--- config.mk ---
export PLATFORM = sky130hd
export DESIGN_NAME = muldiv_seq
export DESIGN_NICKNAME = d
export VERILOG_FILES = /design/src/rtl/muldiv_seq.sv
export SDC_FILE = /design/constraint.sdc
export NUM_CORES = 1
export LEC_CHECK = 0
export CORE_AREA = 2 2 254 231
export DETAILED_ROUTE_END_ITERATION = 10
export DIE_AREA = 0 0 256 233
export DONT_BUFFER_PORTS = 1
export PLACE_DENSITY_LB_ADDON = 0.25
export SETUP_SLACK_MARGIN = 0.5
export SLEW_MARGIN = 10
export SYNTH_ARGS = -nofsm -noshare
export SYNTH_HDL_FRONTEND = slang
export SYNTH_SLANG_ARGS = --single-unit
--- constraint.sdc ---
create_clock -name clk -period 15.2 [get_ports clk]
set_clock_uncertainty 0.1 [all_clocks]
set_input_delay 4.56 -clock clk [delete_from_list [all_inputs] [get_ports clk]]
set_output_delay 4.56 -clock clk [all_outputs]
set_load 0.005 [all_outputs]
--- src/rtl/muldiv_seq.sv ---
// muldiv_seq: iterative multiply/divide sequencer for M-extension ops.
// It takes one op at a time over a valid/ready request handshake. It runs a
// shift-add multiplier or a restoring divider, one bit per cycle, for XLEN
// iterations, or WLEN iterations for word ops. The result comes back over a
// valid/ready response handshake.
// Ports:
//   clk, resetn (async, active-low), flush (sync kill of in-flight op)
//   req_valid/req_ready, req_op (0 MUL,1 DIV,2 DIVU,3 REM,4 REMU,5-7 rsvd),
//   req_word, req_a, req_b      : request side, sampled only at accept
//   resp_valid/resp_ready, resp_result : response side, held until taken
module muldiv_seq #(
  parameter int XLEN = 64,
  parameter int WLEN = 32
) (
  input  logic            clk,
  input  logic            resetn,
  input  logic            flush,
  input  logic            req_valid,
  output logic            req_ready,
  input  logic [2:0]      req_op,
  input  logic            req_word,
  input  logic [XLEN-1:0] req_a,
  input  logic [XLEN-1:0] req_b,
  output logic            resp_valid,
  input  logic            resp_ready,
  output logic [XLEN-1:0] resp_result
);

  localparam int CW = $clog2(XLEN + 1);
  localparam logic [CW-1:0] NX = CW'(XLEN);
  localparam logic [CW-1:0] NW = CW'(WLEN);
  localparam logic [2:0] OP_MUL  = 3'd0;
  localparam logic [2:0] OP_DIV  = 3'd1;
  localparam logic [2:0] OP_DIVU = 3'd2;
  localparam logic [2:0] OP_REM  = 3'd3;
  localparam logic [2:0] OP_REMU = 3'd4;

  typedef enum logic [1:0] {S_IDLE, S_BUSY, S_DONE} state_t;

  function automatic logic [XLEN-1:0] wmask(input logic word);
    return word ? {{(XLEN-WLEN){1'b0}}, {WLEN{1'b1}}} : {XLEN{1'b1}};
  endfunction

  function automatic logic [XLEN-1:0] sext_w(input logic [XLEN-1:0] v);
    return {{(XLEN-WLEN){v[WLEN-1]}}, v[WLEN-1:0]};
  endfunction

  function automatic logic [XLEN-1:0] finalize(input logic [XLEN-1:0] v, input logic word);
    return word ? sext_w(v) : v;
  endfunction

  state_t          state, state_d;
  logic [CW-1:0]   cnt;
  logic [2:0]      op_q;
  logic            word_q, qneg_q, rneg_q;
  // Shared datapath: a_q = multiplicand / quotient, b_q = multiplier / divisor,
  // acc_q = product accumulator / partial remainder.
  logic [XLEN-1:0] a_q, b_q, acc_q;

  // Accept-side preprocessing
  logic            accept, sgn, a_neg, b_neg, div0, ovf, is_div, rsvd, special;
  logic [XLEN-1:0] mask_r, minv, a_ext, b_ext, a_mag, b_mag, special_res;

  always_comb begin
    accept  = (state == S_IDLE) && req_valid && !flush;
    sgn     = (req_op == OP_DIV) || (req_op == OP_REM);
    is_div  = (req_op >= OP_DIV) && (req_op <= OP_REMU);
    rsvd    = req_op > OP_REMU;
    mask_r  = wmask(req_word);
    minv    = mask_r ^ (mask_r >> 1);
    a_ext   = req_a;
    b_ext   = req_b;
    if (req_word) begin
      a_ext = sgn ? sext_w(req_a) : (req_a & mask_r);
      b_ext = sgn ? sext_w(req_b) : (req_b & mask_r);
    end
    a_neg   = sgn && a_ext[XLEN-1];
    b_neg   = sgn && b_ext[XLEN-1];
    a_mag   = (a_neg ? -a_ext : a_ext) & mask_r;
    b_mag   = (b_neg ? -b_ext : b_ext) & mask_r;
    div0    = (b_ext & mask_r) == '0;
    ovf     = sgn && ((a_ext & mask_r) == minv) && ((b_ext & mask_r) == mask_r);
    special = rsvd || (is_div && (div0 || ovf));
    special_res = '0;
    if (is_div && div0)
      special_res = ((req_op == OP_DIV) || (req_op == OP_DIVU)) ? {XLEN{1'b1}}
                                                                : finalize(a_ext & mask_r, req_word);
    else if (is_div && ovf)
      special_res = (req_op == OP_DIV) ? finalize(a_ext & mask_r, req_word) : '0;
  end

  // One iteration of the selected algorithm
  logic            is_mul_q, msb, ge, neg;
  logic [XLEN-1:0] mask_q, a_nx, b_nx, acc_nx, sel, fin;
  logic [XLEN:0]   rem_sh;

  always_comb begin
    is_mul_q = op_q == OP_MUL;
    mask_q   = wmask(word_q);
    msb      = word_q ? a_q[WLEN-1] : a_q[XLEN-1];
    // Partial remainder stays below the divisor, so one extra bit covers the shift.
    rem_sh   = {acc_q, msb};
    ge       = rem_sh >= {1'b0, b_q};
    if (is_mul_q) begin
      a_nx   = (a_q << 1) & mask_q;
      b_nx   = b_q >> 1;
      acc_nx = (acc_q + (b_q[0] ? a_q : '0)) & mask_q;
    end else begin
      a_nx   = ((a_q << 1) | {{(XLEN-1){1'b0}}, ge}) & mask_q;
      b_nx   = b_q;
      acc_nx = ge ? (rem_sh[XLEN-1:0] - b_q) : rem_sh[XLEN-1:0];
    end
    sel = ((op_q == OP_DIV) || (op_q == OP_DIVU)) ? a_nx : acc_nx;
    neg = ((op_q == OP_DIV) && qneg_q) || ((op_q == OP_REM) && rneg_q);
    fin = finalize((neg ? -sel : sel) & mask_q, word_q);
  end

  always_comb begin
    state_d = state;
    case (state)
      S_IDLE:  if (accept) state_d = special ? S_DONE : S_BUSY;
      S_BUSY:  if (cnt == CW'(1)) state_d = S_DONE;
      S_DONE:  if (resp_ready) state_d = S_IDLE;
      default: state_d = S_IDLE;
    endcase
    if (flush) state_d = S_IDLE;
  end

  assign req_ready  = state == S_IDLE;
  assign resp_valid = state == S_DONE;

  always_ff @(posedge clk or negedge resetn) begin
    if (!resetn) begin
      state       <= S_IDLE;
      cnt         <= '0;
      resp_result <= '0;
    end else begin
      state <= state_d;
      if (flush) begin
        cnt <= '0;
      end else if (accept) begin
        cnt <= special ? '0 : (req_word ? NW : NX);
        if (special) resp_result <= special_res;
      end else if (state == S_BUSY) begin
        cnt <= cnt - CW'(1);
        if (cnt == CW'(1)) resp_result <= fin;
      end
    end
  end

  always_ff @(posedge clk) begin
    if (accept) begin
      op_q   <= req_op;
      word_q <= req_word;
      qneg_q <= a_neg ^ b_neg;
      rneg_q <= a_neg;
      a_q    <= a_mag;
      b_q    <= b_mag;
      acc_q  <= '0;
    end else if (state == S_BUSY) begin
      a_q    <= a_nx;
      b_q    <= b_nx;
      acc_q  <= acc_nx;
    end
  end

endmodule

# --- Word-level counts from Yosys, hierarchy flattened ---
# Cells that the tools add are included.
word_totals:
  reg_bits: 271
  input_bits: 137
  output_inout_bits: 66
  word_cells: 119
op_classes:
  add_sub_neg: 6
  n_lt_le_gt_ge: 4
  eq_ne: 15
  muxes: 41
  bitwise_logic: 14
  reduce_logical: 29
op_table:
  columns: ["op", "n"]
  rows:
  - ["64-bit 2-to-1 mux", 29]
  - ["64-bit AND", 10]
  - ["64-bit negation", 3]
  - ["64-bit == test", 2]
  - ["65-bit by 64-bit >= comparator with 1-bit output", 1]
  - ["64-bit adder", 1]
  - ["64-bit logical NOT", 1]
  - ["64-bit by 1-bit OR with 64-bit output", 1]
  - ["64-bit subtractor", 1]
  - ["64-bit by 63-bit XOR with 64-bit output", 1]
  - ["7-bit 2-to-1 mux", 5]
  - ["3-bit by 2-bit == test with 1-bit output, second input constant", 4]
  - ["1-bit logical AND", 12]
  - ["2-bit 2-to-1 mux", 5]
  - ["3-bit by 2-bit inequality test with 1-bit output, second input constant", 3]
  - ["7-bit by 1-bit == test with 1-bit output, second input constant", 1]
  - ["7-bit by 1-bit subtractor with 7-bit output, second input constant", 1]
  - ["3-bit by 1-bit == test with 1-bit output, second input constant", 2]
  - ["1-bit logical OR", 6]
  - ["2-bit case mux with 3 select lines", 1]
  - ["2-bit nonzero test", 3]
  - ["4-bit AND reduction", 1]
  - ["3-bit by 1-bit >= comparator with 1-bit output, second input constant", 1]
  - ["3-bit > comparator, second input constant", 1]
  - ["13 further kinds", 13]

# --- Logic depth before layout (Yosys ltp) ---
# Gate-level depths: netlist of the first run.
depth:
  ltp_word: 15
  ltp_mapped: 24
  depth_no_buf: 19

# --- Worst setup path before layout of the first run ---
# Ideal clock, no wire load.
synth_timing:
  kind: "input-to-reg"
  startpoint: "in req_valid"
  endpoint: "reg b_q[0], enable pin"
  setup_ns: 1.043
  t_arrival_ns: 7.688
  t_required_ns: 14.057
  slack_ns: 6.368
  cell_stages: 7
  path_buffers: 4
  cell_sequence: "nand2_1 -> or2_2 -> clkbuf_1 -> clkbuf_1 -> clkbuf_1 -> clkbuf_1 -> o21ai_0"
synth_between:
  elab_chain_len: 4
synth_rtl:
  columns: ["element", "line_no", "rtl"]
  rows:
  - ["start: declaration", "18", "input logic req_valid,"]
  - ["1-bit logical AND * (2 in a row)", "65", "accept = (state == S_IDLE) && req_valid && !flush;"]
  - ["2-bit nonzero test (no source line)", null, null]
  - ["2-bit AND reduction (no source line) *", null, null]
  - ["end signal: assignment", "158", "b_q <= b_mag;"]
  - ["end signal: assignment", "162", "b_q <= b_nx;"]
  - ["end: declaration", "58", "logic [XLEN-1:0] a_q, b_q, acc_q;"]
# Mark *: on every way between the ends. The rest lies on a longest branch, timed or not.
# A chain may end at the register's enable or synchronous reset.

# --- Worst setup path in the final report of the first run ---
layout_timing:
  startpoint: "in req_a[6]"
  endpoint: "reg resp_result[58]"
layout_between:
  elab_chain_len: 12
layout_rtl:
  columns: ["element", "line_no", "rtl"]
  rows:
  - ["start: declaration", "22", "input logic [XLEN-1:0] req_a,"]
  - ["64-bit AND", "74", "a_ext = sgn ? sext_w(req_a) : (req_a & mask_r);"]
  - ["64-bit 2-to-1 mux", "74", null]
  - ["64-bit 2-to-1 mux *", "73", "if (req_word) begin"]
  - ["64-bit AND *", "82", "ovf = sgn && ((a_ext & mask_r) == minv) && ((b_ext & mask_r) == mask_r);"]
  - ["64-bit == test *", "82", null]
  - ["1-bit logical AND * (2 in a row)", "82", null]
  - ["1-bit logical AND / 1-bit logical OR (equally long branches)", "88, 83", null]
  - ["64-bit 2-to-1 mux / 1-bit logical AND (equally long branches)", "88, 83", null]
  - ["64-bit 2-to-1 mux / 1-bit logical OR (equally long branches)", "85, 83", null]
  - ["64-bit 2-to-1 mux / 2-bit by 1-bit inequality test with 1-bit output (equally long branches)", null, null]
  - ["64-bit 2-to-1 mux / 4-bit AND reduction (equally long branches)", null, null]
  - ["end signal: assignment", "143", "if (special) resp_result <= special_res;"]
  - ["end signal: assignment", "146", "if (cnt == CW'(1)) resp_result <= fin;"]
  - ["end: declaration", "26", "output logic [XLEN-1:0] resp_result"]
# Mark *: on every way between the ends. The rest lies on a longest branch, timed or not. The select of a mux whose other input is x is not followed.

==> summary.txt, run 1 <==
Critical path's top delay family: simple AND/OR/NAND/NOR gates
Area enclosed by the die boundary: 0.05965 mm2
FF-to-FF End: resp_result[53]
Post-synthesis xor/xnor area fraction: 8.333%
Hold wc startpoint: acc_q[61]
Slowest stage cell on the critical path: sky130_fd_sc_hd__buf_4
Setup slack at placement: 5822 ps
Global-route wire length before repair: 166000 um
Share of flip-flops with an asynchronous set or reset: 26.94%
Setup TNS: 0 ps
Buffers added on ports: 0
Maximum fanout encountered on the critical timing path: 79
Via count of the first global-routing pass: 26928
Endpoints failing setup: 0
Ratio of final minimum period to clock period: 58.66%
Number of synthesized flops with an enable pin: 134
Kind of launch point of the worst setup path: input pin
Share of synthesized cell area in full adder, half adder and majority cells: 6.028%
Layout Nets: 3915
Largest net degree at the start of global routing: 84
Height of the die: 233 um
Power per cell area: 174.3 mW/mm2
Netlist Area Pre-Place: 0.02827 mm2
Main flop type after synthesis: sky130_fd_sc_hd__edfxtp_1
Number of vias per cell: 6.651
First-pass DRT Iterations: 6
Outcome: completed
Final critical path time including I/O delays and setup: 8917 ps
Clock transition at path regs: 60 ps
Leak Pwr: 11.43 nW
Clock latency at the later pin of the worst-skew pair: 560 ps
Worst voltage drop across the vdd grid: 0.1182 mV
Post-route worst setup slack: 6283 ps
GRT Util Overall: 36.11%
Delay contributed by the slowest stage of the critical path: 630 ps
Worst-Margin Slew: 1234 ps
Floorplan Core Area: 0.05681 mm2
# DRC: 0
Clock sink count: 271
CTS HTree Levels: 2
Max transition margin: 17.06%
Finished Cell Area: 0.02980 mm2
Initial core utilization: 49.77%
Overall overflow remaining after global route: 0
Worst reg2reg path startpoint: word_q
Via count: 29489
Die X: 256 um
Share of the synthesized area in the top cell type: 14.23%
CTS Buf Count: 34
Count of warnings emitted by yosys: 0
Post-CTS setup repair buffer count: 0
Data arrival time at the worst-slack endpoint: 9250 ps
Simple logic cell fraction of the synthesized area: 23.85%
Most frequent standard cell in the layout excluding fill and tap cells: sky130_fd_sc_hd__nand2_1
Number of cells traversed by the worst register-to-register path: 19
Required time reported for the critical path endpoint: 15540 ps
Final weighted congestion of routability-driven global placement: 1.027
Worst setup path startpoint: req_a[6]
Remaining number of nets flagged by the antenna check after routing: 0
Main combinational cell family by area after synthesis: compound AO/OA/AOI/OAI gates
End of the worst hold path: acc_q[61]
CTS tree: done
Post-CTS resize count: 0
Synth Area in Compound Gates: 30.25%
Total number of placement rows: 83
Post-placement cell area: 0.02868 mm2
Leading cell types in the layout, fill and taps excluded: 461 x sky130_fd_sc_hd__nand2_1, 405 x sky130_fd_sc_hd__o21ai_0, 325 x sky130_fd_sc_hd__a21oi_1, 320 x sky130_fd_sc_hd__nor2_1, 156 x sky130_fd_sc_hd__xnor2_1
Final core occ: 52.46%
Routed Wire Length: 111500 um
Type of the most critical hold path: flop to flop
Average cell area after synthesis: 7.454 um2
Ordered list of cells on the worst path: or4_1 > nor3_1 > nand3_1 > or2_2 > nor3b_1 > o21ai_0 > or4_1 > nand3_1 > nand2_1 > nand2_2 > buf_4 > nand2_1 > nor4_1 > a21oi_1
Highest clock rate: 112.1 MHz
Top-level I/O count: 203
Maximum number of buffers from clock root to sink: 3
Largest cells by area after synthesis: sky130_fd_sc_hd__edfxtp_1 14%, sky130_fd_sc_hd__o21ai_0 7.2%, sky130_fd_sc_hd__dfrtp_1 6.5%
Hold bufs inserted after CTS: 0
Buf/Inv on CP: 1
Seq/Total Area, Yosys: 25.23%
Area growth from synthesis to final layout: 5.399%
Proportion of synthesized area in mux cells: 1.306%
HPWL after DPL: 85800 um
Initial antenna violation count: 4
Worst Hold Depth: 2
Synthesized flop and latch total: 271
Total count of hold-check failures in the final report: 0
Drt first-iter violations: 3461
Crit end category: flop
Critical path class: input pin to flop
Cell type with the largest total area after synthesis: sky130_fd_sc_hd__edfxtp_1
Average routed wire per standard cell: 25.14 um
Gate count of the mapped netlist: 3793
Final-report max-slew violation count: 0
Root buffer selected by CTS: sky130_fd_sc_hd__clkbuf_16
Syn_nets: 4065
Setup repair after global routing missed its margin: false
Total of max-cap violations: 0
Worst setup slack for register-to-register paths: 7180 ps
Ratio of cells with drive above 1 in the final layout: 5.507%
Unique masters post-synth: 100
==> registers in the layout, summed over array words and instances, names as in the netlist <==
signal / cells
op_q: 3
word_q: 1
a_q: 64
resp_result: 64
state: 2
b_q: 64
acc_q: 64
rneg_q: 1
cnt: 7
qneg_q: 1
==> power by group <==
group | switching [W] | internal [W]
Clock | 0.000350 | 0.000496
Sequential | 0.000266 | 0.000972
Combinational | 0.00201 | 0.00110
==> worst max-delay path by stage <==
stage | depth (start not counted) | endpoint
4_1_cts | 14 | resp_result[58]
3_3_place_gp | 14 | resp_result[58]
5_1_grt | 14 | resp_result[58]
3_5_place_dp | 14 | resp_result[58]
2_1_floorplan | 7 | b_q[0]
6_report | 14 | resp_result[58]
==> synth_stat cells, types with 27 or more instances <==
| library cell | count |
|---|---|
| sky130_fd_sc_hd__and3_1 | 41 |
| sky130_fd_sc_hd__nor2_1 | 327 |
| sky130_fd_sc_hd__o211ai_1 | 40 |
| sky130_fd_sc_hd__xnor2_1 | 156 |
| sky130_fd_sc_hd__a21oi_1 | 325 |
| sky130_fd_sc_hd__nor4_1 | 39 |
| sky130_fd_sc_hd__xor2_1 | 113 |
| sky130_fd_sc_hd__dfrtp_1 | 73 |
| sky130_fd_sc_hd__and2_1 | 87 |
| sky130_fd_sc_hd__nand2_1 | 462 |
| sky130_fd_sc_hd__clkbuf_1 | 173 |
| sky130_fd_sc_hd__edfxtp_1 | 134 |
| sky130_fd_sc_hd__o31ai_1 | 51 |
| sky130_fd_sc_hd__or2_2 | 27 |
| sky130_fd_sc_hd__nor3_1 | 89 |
| sky130_fd_sc_hd__a31oi_1 | 81 |
| sky130_fd_sc_hd__o21ai_0 | 406 |
| sky130_fd_sc_hd__o21a_1 | 34 |
| sky130_fd_sc_hd__a21o_1 | 55 |
| sky130_fd_sc_hd__inv_1 | 108 |
| sky130_fd_sc_hd__buf_2 | 36 |
| sky130_fd_sc_hd__a22o_1 | 53 |
| sky130_fd_sc_hd__mux2i_1 | 29 |
| sky130_fd_sc_hd__a211oi_1 | 34 |
| sky130_fd_sc_hd__dfxtp_1 | 64 |
| sky130_fd_sc_hd__nand3_1 | 78 |
| sky130_fd_sc_hd__or3_1 | 48 |
| sky130_fd_sc_hd__nand4_1 | 75 |
| sky130_fd_sc_hd__ha_1 | 133 |
==> cell type report <==
type	count	area (um2)
well taps	765	957.2
fillers	5769	27010
clock inverters	14	155.1
clock buffers	47	962.2
multi-input cells	3175	19800
inverters	111	416.7
diodes	1	2.502
flip-flops and latches	271	7132
repair buffers	50	375.4
==> logic make-up after synthesis <==
group                    count (synthesis)
flip-flops                             271
AND/OR/NAND/NOR                       1393
multiplexers                            36
buffers and inverters                  347
XOR/XNOR                               269
AO/OA/AOI/OAI                         1342
adder cells (fa/ha/maj)                135
==> per-stage QoR <==
step           instances  hold WS [ps]  power [W]
6_report            4434         400.4   0.005193
5_1_grt             4433         423.5   0.005504
4_1_cts             4433         399.2   0.005119
3_5_place_dp        4372         391.6   0.004261
3_3_place_gp        4372         387.3   0.004253
2_1_floorplan       3793         352.3   0.003358
==> per-layer routing <==
metal / share of wire [%] / track usage (%)
met5: 0 / 0
met4: 6.5 / 21.40
met3: 8.1 / 5.163
met2: 45 / 56.95
met1: 41 / 47.18
==> worst register-to-register path, delay by kind of cell (launching register included) <==
family / cells / cell delay [ps]
buf+inv: 2 / 820
fa+ha+maj: 1 / 320
compound gates: 6 / 1600
xor+xnor: 1 / 260
flops: 1 / 320
mux: 1 / 750
simple gates: 8 / 3700
Power figures use the tool's default switching activity.
==> inputs of run 2 (changes only) <==
==> constraint.sdc (replaced) <==
create_clock -name clk -period 8.4 [get_ports clk]
set_clock_uncertainty 0.1 [all_clocks]
set_input_delay 2.52 -clock clk [delete_from_list [all_inputs] [get_ports clk]]
set_output_delay 2.52 -clock clk [all_outputs]
set_load 0.005 [all_outputs]
==> run 2 against run 1 <==
Compared with the run above:
- power is 79% higher
- setup slack worse by 4900 ps
- first-iteration DRC count is 7.0% higher
- sequential share of layout area is 0.092 points higher
- non-clock buffer count is 13 higher
- register-to-register slack worse by 5800 ps
- wire length is 1.9% higher
- core utilization is 0.20 points lower
- largest cell class unchanged
- largest power group unchanged
- highest routed layer unchanged
==> summary.txt, run 2 (synthesized netlist as in run 1, its figures left out) <==
Outcome: completed (unchanged)
Final weighted congestion of routability-driven global placement: 1.012 (was 1.027)
Hold bufs inserted after CTS: 0 (unchanged)
Delay contributed by the slowest stage of the critical path: 870 ps (was 630 ps)
Top-level I/O count: 203 (unchanged)
Initial antenna violation count: 1 (was 4)
Max transition margin: 14.90% (was 17.06%)
Total count of hold-check failures in the final report: 0 (unchanged)
GRT Util Overall: 36.69% (was 36.11%)
CTS HTree Levels: 1 (was 2)
Critical path class: flop to flop (was input pin to flop)
Via count: 29962 (was 29489)
Slowest stage cell on the critical path: sky130_fd_sc_hd__nor4b_1 (was sky130_fd_sc_hd__buf_4)
Number of vias per cell: 6.745 (was 6.651)
Ratio of final minimum period to clock period: 83.00%
Ratio of cells with drive above 1 in the final layout: 5.602% (was 5.507%)
Global-route wire length before repair: 168900 um (was 166000 um)
Crit-path most repeated cell: sky130_fd_sc_hd__nand3_1
Clock transition at path regs: 70 ps (was 60 ps)
Leak Pwr: 11.40 nW (was 11.43 nW)
Overall overflow remaining after global route: 0 (unchanged)
Setup TNS: 0 ps (unchanged)
Maximum number of buffers from clock root to sink: 3 (unchanged)
HPWL after DPL: 87680 um (was 85800 um)
Drt first-iter violations: 3704 (was 3461)
Power per cell area: 313.1 mW/mm2 (was 174.3 mW/mm2)
Final core occ: 52.26% (was 52.46%)
Data arrival time at the worst-slack endpoint: 7420 ps (was 9250 ps)
GR peak layer: met2 (unchanged)
Endpoints failing setup: 0 (unchanged)
Root buffer selected by CTS: sky130_fd_sc_hd__clkbuf_16 (unchanged)
Via count of the first global-routing pass: 27277 (was 26928)
Antenna fix cells: 0 (was 1)
Critical path's top delay family: simple AND/OR/NAND/NOR gates (unchanged)
Setup repair after global routing missed its margin: false (unchanged)
Required time reported for the critical path endpoint: 8850 ps (was 15540 ps)
Buffers added on ports: 0 (unchanged)
Clock latency at the later pin of the worst-skew pair: 610 ps (was 560 ps)
Layout Nets: 3925 (was 3915)
Height of the die: 233 um (unchanged)
Highest clock rate: 143.4 MHz
Crit end category: flop (unchanged)
Routed Wire Length: 113500 um (was 111500 um)
Leading cell types in the layout, fill and taps excluded: 461 x sky130_fd_sc_hd__nand2_1, 405 x sky130_fd_sc_hd__o21ai_0, 325 x sky130_fd_sc_hd__a21oi_1, 320 x sky130_fd_sc_hd__nor2_1, 156 x sky130_fd_sc_hd__xnor2_1 (unchanged)
Maximum fanout encountered on the critical timing path: 23 (was 79)
Type of the most critical hold path: flop to flop (unchanged)
Ordered list of cells on the worst path: inv_1 > ha_1 > and3_1 > nand2_1 > nor4b_1 > nand3_1 > a21oi_4 > buf_4 > nor3_1 > or4_1 > o31ai_4 > nand4_2 > or4_4 > nand3_1 > nor3b_1 > a21o_1 > o32a_1 (was or4_1 > nor3_1 > nand3_1 > or2_2 > nor3b_1 > o21ai_0 > or4_1 > nand3_1 > nand2_1 > nand2_2 > buf_4 > nand2_1 > nor4_1 > a21oi_1)
CTS Buf Count: 31 (was 34)
Worst voltage drop across the vdd grid: 0.1681 mV (was 0.1182 mV)
Final-report max-slew violation count: 0 (unchanged)
Final critical path time including I/O delays and setup: 6972 ps
Buf/Inv on CP: 2 (was 1)
Remaining number of nets flagged by the antenna check after routing: 0 (unchanged)
Worst-Margin Slew: 1261 ps (was 1234 ps)
Average routed wire per standard cell: 25.56 um (was 25.14 um)
M1 GR Usage: 47.85% (was 47.18%)
Kind of launch point of the worst setup path: flop (was input pin)
Total number of placement rows: 83 (unchanged)
# DRC: 0 (unchanged)
Layout fillers: 5744 (was 5769)
CTS tree: done (unchanged)
Post-CTS resize count: 0 (unchanged)
First-pass DRT Iterations: 7 (was 6)
Die X: 256 um (unchanged)
Area enclosed by the die boundary: 0.05965 mm2 (unchanged)
Global routing met3 resource utilization: 5.980% (was 5.163%)
Fraction of met2 tracks used by global routing: 57.13% (was 56.95%)
Largest net degree at the start of global routing: 79 (was 84)
Most frequent standard cell in the layout excluding fill and tap cells: sky130_fd_sc_hd__nand2_1 (unchanged)
Total of max-cap violations: 0 (unchanged)
Post-CTS setup repair buffer count: 0 (unchanged)
Initial core utilization: 49.77% (unchanged)
Clock sink count: 271 (unchanged)
Floorplan Core Area: 0.05681 mm2 (unchanged)
Area growth from synthesis to final layout: 4.996% (was 5.399%)
## run 2: cell type report
cell class                      count  area [um2]  share of cell area (%)
Timing Repair Buffer               63       485.5                   1.635
Multi-Input combinational cell   3175       19800                   66.69
Clock buffer                       37       798.3                   2.689
Tap cell                          765       957.2                   3.224
Inverter                          111       416.7                   1.404
Sequential cell                   271        7132                   24.03
Clock inverter                     20       97.59                  0.3288
## run 2: final timing paths
kind                       cells after the start       from  slack [ps]         endpoint
setup / recovery                              17    b_q[60]        1430  resp_result[36]
hold / removal                                 2  acc_q[61]         420        acc_q[61]
setup reg to reg                              17    b_q[60]        1430  resp_result[36]
hold reg to reg                                2  acc_q[61]         420        acc_q[61]
max in group asynchronous                      0     resetn        6530  resp_result[63]
min in group asynchronous                      0     resetn        1510   resp_result[3]
## run 2: worst min-delay path, delay by kind of cell (launching register included)
kind / cells / cell delay, ps
flip-flops: 1 / 360
AND/OR/NAND/NOR: 2 / 120
## run 2: power by group
group | leakage [nW] | internal (W) | switching, W
Sequential | 2.68 | 0.00176 | 0.000486
Clock | 0.441 | 0.000671 | 0.000607
Combinational | 8.28 | 0.00204 | 0.00374
Total | 11.4 | 0.00447 | 0.00483
## run 2: routing by layer
layer	share of wire (%)	vias to the layer above
met5	0	-
met4	7.3	0
met3	8.8	354
met2	43	1578
met1	41	14225
li1	-	13805
## run 2: through the flow
| step | hold slack [ps] | setup WS [ps] | total power (W) | instances | cell area, um2 |
|---|---|---|---|---|---|
| final | 416.6 | 1428 | 0.009296 | 4442 | 29680 |
| after global routing | 431.6 | 1240 | 0.009815 | 4442 | 29680 |
| after CTS | 410.8 | 1793 | 0.009116 | 4442 | 29680 |
| after detailed placement | 401.8 | 1254 | 0.007824 | 4385 | 28790 |
| after global placement | 400.2 | 1314 | 0.007810 | 4385 | 28790 |
| after floorplan | 352.3 | 1567 | 0.006077 | 3793 | 28270 |
